--- config.mk ---
export PLATFORM = sky130hd
export DESIGN_NAME = pipe_skid_reg
export DESIGN_NICKNAME = d
export VERILOG_FILES = /design/src/rtl/pipe_pkg.sv /design/src/rtl/pipe_data_reg.sv /design/src/rtl/pipe_skid_reg.sv
export SDC_FILE = /design/constraint.sdc
export NUM_CORES = 1
export LEC_CHECK = 0
export ABC_AREA = 0
export CORE_ASPECT_RATIO = 1.25
export CORE_UTILIZATION = 54
export CTS_BUF_LIST = sky130_fd_sc_hd__clkbuf_2
export CTS_CLUSTER_DIAMETER = 150
export DETAILED_ROUTE_END_ITERATION = 8
export PLACE_DENSITY = 0.85
export SETUP_SLACK_MARGIN = 0.15
export SLEW_MARGIN = 15
export SYNTH_ARGS = -nofsm -noshare
export SYNTH_HDL_FRONTEND = slang
export SYNTH_HIERARCHICAL = 1
export SYNTH_SLANG_ARGS = --single-unit
--- constraint.sdc ---
create_clock -name clk -period 7.09 [get_ports clk]
set_clock_uncertainty 0.1 [all_clocks]
set_input_delay 1.7725 -clock clk [delete_from_list [all_inputs] [get_ports clk]]
set_output_delay 1.7725 -clock clk [all_outputs]
set_load 0.1 [all_outputs]
--- src/rtl/pipe_pkg.sv ---
// Shared encodings for the elastic pipeline register: FSM states and the RISC-V NOP bubble.
package pipe_pkg;

  typedef enum logic [1:0] {
    ST_EMPTY = 2'd0,
    ST_ONE   = 2'd1,
    ST_TWO   = 2'd2
  } state_t;

  localparam logic [31:0] RV_NOP = 32'h00000013;

  // The state encoding doubles as the occupancy count.
  function automatic logic [1:0] state_count(input state_t s);
    return 2'(s);
  endfunction

endpackage

--- src/rtl/pipe_data_reg.sv ---
// WIDTH-wide enabled D register; payload only, so deliberately left without reset.
module pipe_data_reg #(
  parameter int WIDTH = 32
) (
  input  logic             clk,
  input  logic             en,
  input  logic [WIDTH-1:0] d,
  output logic [WIDTH-1:0] q
);

  always_ff @(posedge clk) begin
    if (en) q <= d;
  end

endmodule

--- src/rtl/pipe_skid_reg.sv ---
// Elastic valid/ready pipeline register with optional 2-entry skid buffer and sync flush.
module pipe_skid_reg
  import pipe_pkg::*;
#(
  parameter int               WIDTH      = 32,
  parameter logic [WIDTH-1:0] BUBBLE_VAL = WIDTH'(RV_NOP),
  parameter bit               SKID       = 1'b1
) (
  input  logic             clk,
  input  logic             rst,
  input  logic             flush,
  input  logic             in_valid,
  output logic             in_ready,
  input  logic [WIDTH-1:0] in_data,
  output logic             out_valid,
  input  logic             out_ready,
  output logic [WIDTH-1:0] out_data,
  output logic [1:0]       count
);

  state_t           state;
  logic             acc;
  logic             take;
  logic             main_en;
  logic             skid_en;
  logic [WIDTH-1:0] main_d;
  logic [WIDTH-1:0] main_data_p1;
  logic [WIDTH-1:0] skid_data_p1;

  assign out_valid = (state != ST_EMPTY);
  assign take      = out_valid & out_ready;
  assign acc       = in_valid & in_ready & ~flush;

  generate
    if (SKID) begin : g_ready_reg
      // Decoded from state flops only, so the upstream ready path is cut here.
      assign in_ready = (state != ST_TWO);
    end else begin : g_ready_comb
      assign in_ready = ~out_valid | out_ready;
    end
  endgenerate

  always_comb begin
    main_en = 1'b0;
    skid_en = 1'b0;
    main_d  = in_data;
    unique case (state)
      ST_EMPTY: main_en = acc;
      ST_ONE: begin
        main_en = acc & take;
        skid_en = acc & ~take;
      end
      ST_TWO: begin
        main_en = take;
        main_d  = skid_data_p1;
      end
      default: ;
    endcase
  end

  always_ff @(posedge clk) begin
    if (rst) begin
      state <= ST_EMPTY;
    end else if (flush) begin
      state <= ST_EMPTY;
    end else begin
      unique case (state)
        ST_EMPTY: if (acc) state <= ST_ONE;
        ST_ONE: begin
          if (acc && !take && SKID) state <= ST_TWO;
          else if (take && !acc)    state <= ST_EMPTY;
        end
        ST_TWO: if (take) state <= ST_ONE;
        default: state <= ST_EMPTY;
      endcase
    end
  end

  // ---- stage p1: payload entries (main is always older than skid) ----
  pipe_data_reg #(.WIDTH(WIDTH)) u_main (
    .clk (clk),
    .en  (main_en),
    .d   (main_d),
    .q   (main_data_p1)
  );

  generate
    if (SKID) begin : g_skid
      pipe_data_reg #(.WIDTH(WIDTH)) u_skid (
        .clk (clk),
        .en  (skid_en),
        .d   (in_data),
        .q   (skid_data_p1)
      );
    end else begin : g_no_skid
      assign skid_data_p1 = BUBBLE_VAL;
    end
  endgenerate

  assign out_data = out_valid ? main_data_p1 : BUBBLE_VAL;
  assign count    = state_count(state);

endmodule

==> results of run 1 <==
[worst max-delay path, stage by stage, from the launching register on]
cell	delay (ps)
dfxtp_1	600
nor2b_4	860
inv_1	90
clkdlybuf4s50_1	1000
[layout by cell type (no fill, tap or decap), drive strengths merged, types with 4 or more instances in the layout]
master	Yosys	routed
clkdlybuf4s50	0	72
clkinv	0	4
nand2b	4	4
edfxtp	64	64
clkbuf	2	10
mux2	32	32
and2	29	29
[metrics by stage]
stage / hold WS, ps / instances
detailed placement: 431 / 282
CTS: 481 / 298
global placement: 428 / 282
finish: 477 / 298
global route: 499 / 298
floorplan: 423 / 155
[layer usage]
| metal | GRT usage, % | part of all wire [%] |
|---|---|---|
| met1 | 24.4 | 38 |
| met4 | 10.7 | 2.1 |
| met2 | 36.5 | 55 |
| met5 | 0 | 0 |
| met3 | 6.46 | 4.5 |
[power by group]
group	switching [mW]	total (mW)	internal [mW]
logic	0.0490	0.0839	0.0349
registers	0.00269	0.441	0.439
clock network	0.133	0.214	0.0804
[sequential cells by signal, summed over array words and instances (netlist names)]
name	count
count	2
u_main/q	32
g_skid.u_skid/q	32
[logic make-up (layout without fill, tap and decap cells)]
| group | count (synthesis) | after routing |
|---|---|---|
| compound gates | 3 | 3 |
| simple gates | 45 | 45 |
| mux | 32 | 32 |
| fa+ha+maj | 1 | 1 |
| flops | 66 | 66 |
| buf+inv | 8 | 91 |
[worst paths after layout]
check | start | to | slack, ps
setup / recovery | count[1]$_SDFFE_PP0P_ | in_ready | 2150
hold / removal | g_skid.u_skid/q[1]$_DFFE_PP_ | u_main/q[1]$_DFFE_PP_ | 480
setup reg to reg | count[1]$_SDFFE_PP0P_ | count[1]$_SDFFE_PP0P_ | 4160
hold reg to reg | g_skid.u_skid/q[1]$_DFFE_PP_ | u_main/q[1]$_DFFE_PP_ | 480
[final cells by class]
class	instances	area (um2)	area share [%]
Multi-Input combinational cell	81	717	19.9
Inverter	1	3.75	0.104
Clock buffer	10	50.0	1.39
Tap cell	60	75.1	2.08
Clock inverter	6	57.6	1.60
Sequential cell	66	1960	54.5
Timing Repair Buffer	74	736	20.4
==> out/metrics.csv, run 1 <==
stage;metric;value;unit
status;status;complete, no violations;
routing;wire_per_inst;17.6;um
cts;cts_buffer_depth;2;
final_layout;finalNetCount;271;
timing;hold_violations;0;
final_layout;area_growth;33.0;%
worst_setup_path;cp_max_fo;34;
cts;ctsHoldBuffers;0;
timing;rsz0062_at_grt;no;
synthesis;synth_fa_ha_area_share;0.462;%
routing;wirelength;5240;um
floorplanning;num_io_pins;73;
power_and_ir_drop;power_density;205;nW/um2
synthesis;synth-simple-area-share;10.5;%
placed_design;gp_congestion;0.670;
power_and_ir_drop;leakagePower;1.20;nW
worst_setup_path;worst_ep_required_time;5220;ps
final_layout;antenna_cells;0;
timing;timing.final.ws_setup;2150;ps
worst_setup_path;critical_path_class;reg2out;
floorplanning;die_h;81.2;um
timing;tightest_slew;985;ps
routing;drc;0;
placed_design;place_area;3490;um2
global_routing;grt_overflow;0;
routing;ant_nets;0;
placed_design;hpwl;3500;um
synthesis;synth_mux_area_share;13.3;%
synthesis;synth_compound_area_share;1.11;%
cts;cts_buffers;9;
placed_design;preCtsSetupSlack;2680;ps
synthesis;netlist-cell-type-count;22;
synthesis;synth_cells;155;
routing;dr.first_iter.drc_count;130;
worst_setup_path;r2r_cells;5;
timing;setup_violations;0;
final_layout;fillCellCount;312;
global_routing;antenna_found_initial;0;
routing;dr_total_vias;1554;
global_routing;track_usage;21.5;%
final_layout;design_area;3600;um2
cts;clock_latency;500;ps
timing;relSlewSlack;34.1;%
cts;clk_root_buffer_cell;clkbuf_2;
hold_path;hold_path.class;reg2reg;
synthesis;synthesis.area;2710;um2
floorplanning;die_w;65.3;um
timing;fmax;0.203;GHz
timing;drv_slew;0;
global_routing;grt_max_degree;35;
synthesis;synthTopCellsByCount;edfxtp_1 (64), mux2_2 (32), and2_1 (29), nand2b_1 (4), buf_6 (3);
synthesis;synth-edff-count;64;
timing;fin_crit_sh;69.6;%
cts;cts_tree;built;
cts;ctsHtreeMaxLevel;3;
run;cap_violations;0;
synthesis;synth_seq_cells;66;
synthesis;synth_top_family_by_area;multiplexers;
global_routing;grt_pass1_wl;8040;um
floorplanning;die-area;5300;um2
synthesis;synth_most_common_cell;edfxtp_1;
cts;cts_resized;0;
synthesis;synth_top_area_share;71.0;%
synthesis;syn_nets;193;
synthesis;synth_largest_area_cell;edfxtp_1;
power_and_ir_drop;vdd_drop_max;0.151;mV
synthesis;synthXorXnorAreaFrac;0;%
synthesis;postSynthAreaPerCell;17.5;um2
worst_setup_path;worstSetupStartpointType;flop;
placed_design;io_buffers;72;
synthesis;yosysSeqAreaShare;72.5;%
floorplanning;start_util;56.8;%
synthesis;ys.flop_type;edfxtp_1;
cts;cts_sinks;66;
final_layout;layout-drive-gt1-share;23.1;%
synthesis;async_flop_share;0;%
floorplanning;rows;28;
timing;post-route-min-period;4940;ps
final_layout;fin_util;75.6;%
routing;drtPass1Iterations;4;
worst_setup_path;arrival;3060;ps
synthesis;yosys-top-cells-area;edfxtp_1 (71%), mux2_2 (13%), and2_1 (6.7%);
cts;path_clk_slew;190;ps
worst_setup_path;cp-end-kind;output port;
floorplanning;core-area;4760;um2
hold_path;min_path_cells;1;
power_and_ir_drop;power.total;0.739;mW
cts;postCtsSetupRepairBufs;0;
global_routing;grt_pass1_vias;1630;
routing;viasPerCell;5.21;
timing;setup_tns;0;ps
synthesis;synth_warnings;6;
Power figures use the tool's default switching activity.
==> inputs of run 2 (changes only) <==
Settings changed: CORE_UTILIZATION 54 to 45, PLACE_DENSITY 0.85 to 0.75.
Clock period 7.09 ns to 4.4 ns, I/O delays scaled along.
==> run 2 against run 1 <==
The flow now finishes with violations (design-rule violations). Non-clock buffer count grew 1. Sequential share of layout area grew 0.71 points. Power grew 68%. Critical path depth is the same.
==> out/metrics.csv, run 2 (same netlist as run 1, synthesis figures left out) <==
stage;metric;value;unit;change
status;status;finished, violations left;;was complete, no violations
status;violations;design-rule violations;;
hold_path;min_path_cells;1;;unchanged
cts;path_clk_slew;190;ps;about the same
cts;cts_sinks;66;;unchanged
hold_path;min_from;g_skid.u_skid/q[16]$_DFFE_PP_;;was g_skid.u_skid/q[1]$_DFFE_PP_
power_and_ir_drop;p_switching;0.291;mW;was 0.185 mW
worst_setup_path;worstSetupStartpointType;flop;;unchanged
routing;viasPerCell;5.02;;was 5.21
worst_setup_path;r2r-start;count[1]$_SDFFE_PP0P_;;unchanged
power_and_ir_drop;power_frac_seq;57.4;%;was 59.7%
power_and_ir_drop;power.total;1.24;mW;was 0.739 mW
final_layout;antenna_cells;0;;unchanged
final_layout;area_growth;31.3;%;was 33.0%
global_routing;grt_max_degree;35;;unchanged
cts;clk_root_buffer_cell;clkbuf_2;;unchanged
timing;fin_hold_ws;445;ps;was 477 ps
cts;cts_tree;built;;unchanged
floorplanning;die-area;6330;um2;was 5300 um2
routing;ant_nets;0;;unchanged
worst_setup_path;timing.rr.end;count[1]$_SDFFE_PP0P_;;unchanged
routing;dr_total_vias;1531;;was 1554
timing;drv_slew;0;;unchanged
power_and_ir_drop;power_density;348;nW/um2;was 205 nW/um2
worst_setup_path;worst_ep_required_time;3200;ps;was 5220 ps
run;cap_violations;0;;unchanged
floorplanning;rows;31;;was 28
floorplanning;die_w;71.4;um;was 65.3 um
global_routing;grt_pass1_vias;1463;;was 1630
hold_path;worst_hold_path.endpoint;u_main/q[16]$_DFFE_PP_;;was u_main/q[1]$_DFFE_PP_
floorplanning;die_h;88.7;um;was 81.2 um
worst_setup_path;r2r_cells;6;;was 5
floorplanning;core-area;5820;um2;was 4760 um2
placed_design;gp_congestion;0.780;;was 0.670
power_and_ir_drop;p_int;0.947;mW;was 0.554 mW
timing;rsz0062_at_grt;no;;unchanged
timing;setup_violations;0;;unchanged
routing;wire_per_inst;15.6;um;was 17.6 um
final_layout;final_common_cell;edfxtp_1;;was clkdlybuf4s50_1
global_routing;grt_overflow;0;;unchanged
hold_path;hold_path.class;reg2reg;;unchanged
cts;ctsHtreeMaxLevel;3;;unchanged
global_routing;track_usage;15.8;%;was 21.5%
cts;cts_resized;0;;unchanged
floorplanning;num_io_pins;73;;unchanged
floorplanning;start_util;46.5;%;was 56.8%
timing;relSlewSlack;35.9;%;was 34.1%
cts;cts_buffer_depth;2;;unchanged
timing;hold_violations;0;;unchanged
worst_setup_path;cp_max_fo;34;;unchanged
power_and_ir_drop;vdd_drop_max;0.237;mV;was 0.151 mV
cts;cts_buffers;9;;unchanged
worst_setup_path;critical_path_class;reg2out;;unchanged
placed_design;io_buffers;72;;unchanged
placed_design;place_area;3420;um2;was 3490 um2
routing;drc;4;;was 0
power_and_ir_drop;clock_power_share;32.0;%;was 28.9%
timing;setup_tns;0;ps;unchanged
final_layout;design_area;3550;um2;was 3600 um2
worst_setup_path;cp-end-kind;output port;;unchanged
global_routing;antenna_found_initial;0;;unchanged
final_layout;layout-drive-gt1-share;37.2;%;was 23.1%
worst_setup_path;arrival;2430;ps;was 3060 ps
worst_setup_path;cp-startpoint;count[1]$_SDFFE_PP0P_;;unchanged
cts;ctsHoldBuffers;0;;unchanged
power_and_ir_drop;swShare;23.5;%;was 25.0%
final_layout;final_cell_mix;edfxtp_1 (64), clkdlybuf4s50_1 (38), buf_4 (37);;was clkdlybuf4s50_1 (72), edfxtp_1 (64), mux2_2 (32)
timing;fmax;0.275;GHz;
final_layout;finalNetCount;272;;was 271
final_layout;fin_util;61.1;%;was 75.6%
global_routing;grt_pass1_wl;7110;um;was 8040 um
routing;dr.first_iter.drc_count;102;;was 130
power_and_ir_drop;power_frac_comb;10.6;%;was 11.4%
routing;drtPass1Iterations;6;;was 4
cts;clock_latency;480;ps;was 500 ps
worst_setup_path;r2r_setup_slack;1640;ps;was 4160 ps
cts;postCtsSetupRepairBufs;0;;unchanged
timing;post-route-min-period;3630;ps;
routing;wirelength;4750;um;was 5240 um
timing;fin_crit_sh;82.5;%;
timing;tightest_slew;958;ps;was 985 ps
placed_design;hpwl;3000;um;was 3500 um
power_and_ir_drop;leakagePower;1.27;nW;was 1.20 nW
[run 2: cell types whose count changed in the layout (fill, tap and decap cells not counted)]
cell	delta
clkdlybuf4s50_1	-34
clkinv_2	-2
clkinv_1	+1
or2_1	+1
buf_4	+35
bufinv_16	+1
or2_0	-1
[run 2: critical path: stages (launching register included)]
cell     delay, ps
dfxtp_1        590
or2_1          790
and2_1         270
buf_4          300
[run 2: metal layers]
layer  wire (um)  global-route usage (%)  up-vias
met1        2100                    19.5      737
met2        2330                    24.8       47
li1            -                       -      737
met5           0                       0        -
met3         196                    4.44       10
met4         130                    9.82        0
[run 2: how the worst max path moves through the flow]
stage	endpoint	slack, ps	cells after the start
final	out_data[13]	770	3
after global routing	out_data[12]	510	3
after CTS	out_data[8]	660	3
after detailed placement	out_data[8]	1250	3
after global placement	out_data[11]	1300	3
after floorplan	out_data[23]	470	3
[run 2: layout make-up]
type                       instances  area (um2)
sequential                        66        1960
multi-input combinational         81         717
clock inverter                     6        81.3
timing repair buffer              75         658
clock buffer                      10        50.0
inverter                           1        3.75
fill                             445        2260
tap                               66        82.6
[run 2: per-stage QoR]
step                      instances  setup slack [ps]
after floorplan                 155               468
after global placement          289              1300
after detailed placement        289              1250
after CTS                       305               664
after global routing            305               515
final                           305               770
[run 2: power by group through the flow]
stage	Clock [mW]	Combinational [mW]	Sequential [mW]
after floorplan	0	0.0749	0.726
after global placement	0	0.132	0.725
after detailed placement	0	0.133	0.725
after CTS	0.409	0.133	0.711
after global routing	0.430	0.139	0.712
final	0.396	0.132	0.711
==> inputs of run 3 (changes only) <==
Clock period 4.4 ns to 3.3 ns, I/O delays scaled along.
==> run 3 against run 2 <==
The flow still finishes with violations (design-rule violations). Global-route usage grew 0.88 points. Worst setup slack lost 410 ps. First-iteration DRC count shrank 9.8%. Clock power grew 52%. Die area is the same. Power grew 41%. Worst hold slack gained 8.7 ps. Cell count grew 0.33%. Combinational power grew 52%. Clock-buffer cell count is the same. Critical path type unchanged. Flip-flop and latch count is the same. Critical endpoint is now out_data[3]. Largest cell class unchanged.
==> out/metrics.csv, run 3 (same netlist as run 1, synthesis figures left out) <==
stage;metric;value;unit;change
power_and_ir_drop;p_int;1.36;mW;was 0.947 mW
routing;dr_total_vias;1549;;was 1531
power_and_ir_drop;power_density;439;nW/um2;was 348 nW/um2
timing;fin_crit_sh;89.0;%;
global_routing;grt_overflow;0;;unchanged
power_and_ir_drop;clock_power_share;34.3;%;was 32.0%
timing;setup_tns;0;ps;unchanged
power_and_ir_drop;power_frac_seq;54.2;%;was 57.4%
power_and_ir_drop;leakagePower;1.39;nW;was 1.27 nW
floorplanning;die_h;88.7;um;unchanged
floorplanning;core-area;5820;um2;unchanged
worst_setup_path;r2r-start;count[1]$_SDFFE_PP0P_;;unchanged
final_layout;area_growth;47.0;%;was 31.3%
cts;clock_latency;440;ps;was 480 ps
cts;ctsHoldBuffers;0;;unchanged
placed_design;io_buffers;72;;unchanged
run;cap_violations;0;;unchanged
cts;cts_resized;0;;unchanged
global_routing;grt_max_degree;33;;was 35
power_and_ir_drop;vdd_drop_max;0.321;mV;was 0.237 mV
timing;fin_hold_ws;454;ps;was 445 ps
final_layout;layout-drive-gt1-share;42.1;%;was 37.2%
worst_setup_path;worst_ep_required_time;2370;ps;was 3200 ps
worst_setup_path;worstSetupStartpointType;flop;;unchanged
final_layout;final_cell_mix;edfxtp_1 (64), clkdlybuf4s50_1 (36), mux2_2 (32);;was edfxtp_1 (64), clkdlybuf4s50_1 (38), buf_4 (37)
final_layout;antenna_cells;0;;unchanged
placed_design;hpwl;3280;um;was 3000 um
power_and_ir_drop;power_frac_comb;11.5;%;was 10.6%
cts;clk_root_buffer_cell;clkbuf_2;;unchanged
final_layout;final_common_cell;edfxtp_1;;unchanged
hold_path;min_path_cells;1;;unchanged
timing;drv_slew;0;;unchanged
hold_path;min_from;g_skid.u_skid/q[17]$_DFFE_PP_;;was g_skid.u_skid/q[16]$_DFFE_PP_
floorplanning;die-area;6330;um2;unchanged
cts;postCtsSetupRepairBufs;0;;unchanged
placed_design;gp_congestion;0.785;;was 0.780
cts;cts_buffer_depth;2;;unchanged
worst_setup_path;cp_max_fo;25;;was 34
worst_setup_path;cp-end-kind;output port;;unchanged
worst_setup_path;r2r_cells;6;;unchanged
timing;fmax;0.340;GHz;
floorplanning;die_w;71.4;um;unchanged
routing;viasPerCell;5.06;;was 5.02
worst_setup_path;r2r_setup_slack;860;ps;was 1640 ps
timing;setup_violations;0;;unchanged
cts;path_clk_slew;190;ps;about the same
cts;cts_sinks;66;;unchanged
timing;relSlewSlack;71.1;%;was 35.9%
floorplanning;start_util;46.5;%;unchanged
hold_path;worst_hold_path.endpoint;u_main/q[17]$_DFFE_PP_;;was u_main/q[16]$_DFFE_PP_
floorplanning;num_io_pins;73;;unchanged
global_routing;grt_pass1_vias;1426;;was 1463
routing;drtPass1Iterations;6;;unchanged
global_routing;antenna_found_initial;0;;unchanged
floorplanning;rows;31;;unchanged
routing;wirelength;4890;um;was 4750 um
timing;rsz0062_at_grt;no;;unchanged
final_layout;finalNetCount;273;;was 272
hold_path;hold_path.class;reg2reg;;unchanged
timing;hold_violations;0;;unchanged
global_routing;grt_pass1_wl;7640;um;was 7110 um
routing;ant_nets;0;;unchanged
power_and_ir_drop;swShare;22.2;%;was 23.5%
routing;drc;5;;was 4
timing;post-route-min-period;2940;ps;
cts;cts_tree;built;;unchanged
worst_setup_path;timing.rr.end;count[1]$_SDFFE_PP0P_;;unchanged
timing;tightest_slew;434;ps;was 958 ps
status;status;finished, violations left;;unchanged
status;violations;design-rule violations;;unchanged
power_and_ir_drop;p_switching;0.388;mW;was 0.291 mW
cts;cts_buffers;9;;unchanged
worst_setup_path;critical_path_class;reg2out;;unchanged
cts;ctsHtreeMaxLevel;3;;unchanged
routing;dr.first_iter.drc_count;92;;was 102
routing;wire_per_inst;16.0;um;was 15.6 um
worst_setup_path;arrival;2010;ps;was 2430 ps
global_routing;track_usage;16.7;%;was 15.8%
run 3: worst max-delay path: stages (launching register included):
cell,delay [ps]
dfxtp_2,490
or2_1,360
buf_4,310
and2_1,220
buf_12,190
run 3: area by class of cell:
type / count / area [um2]
Sequential cell: 66 / 1960
Fill cell: 398 / 1840
Timing Repair Buffer: 76 / 1050
Multi-Input combinational cell: 81 / 727
Clock inverter: 6 / 105
Tap cell: 66 / 82.6
Clock buffer: 10 / 50.0
Inverter: 1 / 3.75
run 3: worst max-delay path by stage:
| stage | from | end | slack [ps] | cells after the start |
|---|---|---|---|---|
| CTS | count[1]$_SDFFE_PP0P_ | out_data[3] | 290 | 4 |
| finish | count[1]$_SDFFE_PP0P_ | out_data[3] | 360 | 4 |
| global route | count[1]$_SDFFE_PP0P_ | out_data[3] | 170 | 4 |
| detailed placement | flush | count[1]$_SDFFE_PP0P_ | 460 | 6 |
| global placement | flush | count[1]$_SDFFE_PP0P_ | 530 | 6 |
| floorplan | count[1]$_SDFFE_PP0P_ | out_data[23] | 260 | 3 |
run 3: metrics by stage:
step                cell area, um2  power [mW]  setup WS, ps  std cells  utilization, %
global placement              3830        1.16           532        290            65.8
finish                        3980        1.75           362        306            68.4
floorplan                     2730        1.07           260        155               -
CTS                           3980        1.76           288        306            68.4
detailed placement            3830        1.17           463        290            65.8
global route                  3980        1.81           171        306            68.4
run 3: power groups by stage:
| stage | Clock (mW) | Combinational (mW) | Sequential (mW) |
|---|---|---|---|
| after floorplan | 0 | 0.100 | 0.968 |
| after global placement | 0 | 0.199 | 0.965 |
| after detailed placement | 0 | 0.201 | 0.966 |
| after CTS | 0.612 | 0.202 | 0.948 |
| after global routing | 0.649 | 0.209 | 0.950 |
| final | 0.600 | 0.201 | 0.947 |
run 3: layer usage:
metal | track usage (%) | part of all wire [%] | up-vias
met2 | 27.9 | 53 | 45
met3 | 4.78 | 4.7 | 4
li1 | - | - | 742
met1 | 20.2 | 41 | 758
met4 | 7.64 | 1.2 | 0
met5 | 0 | 0 | -
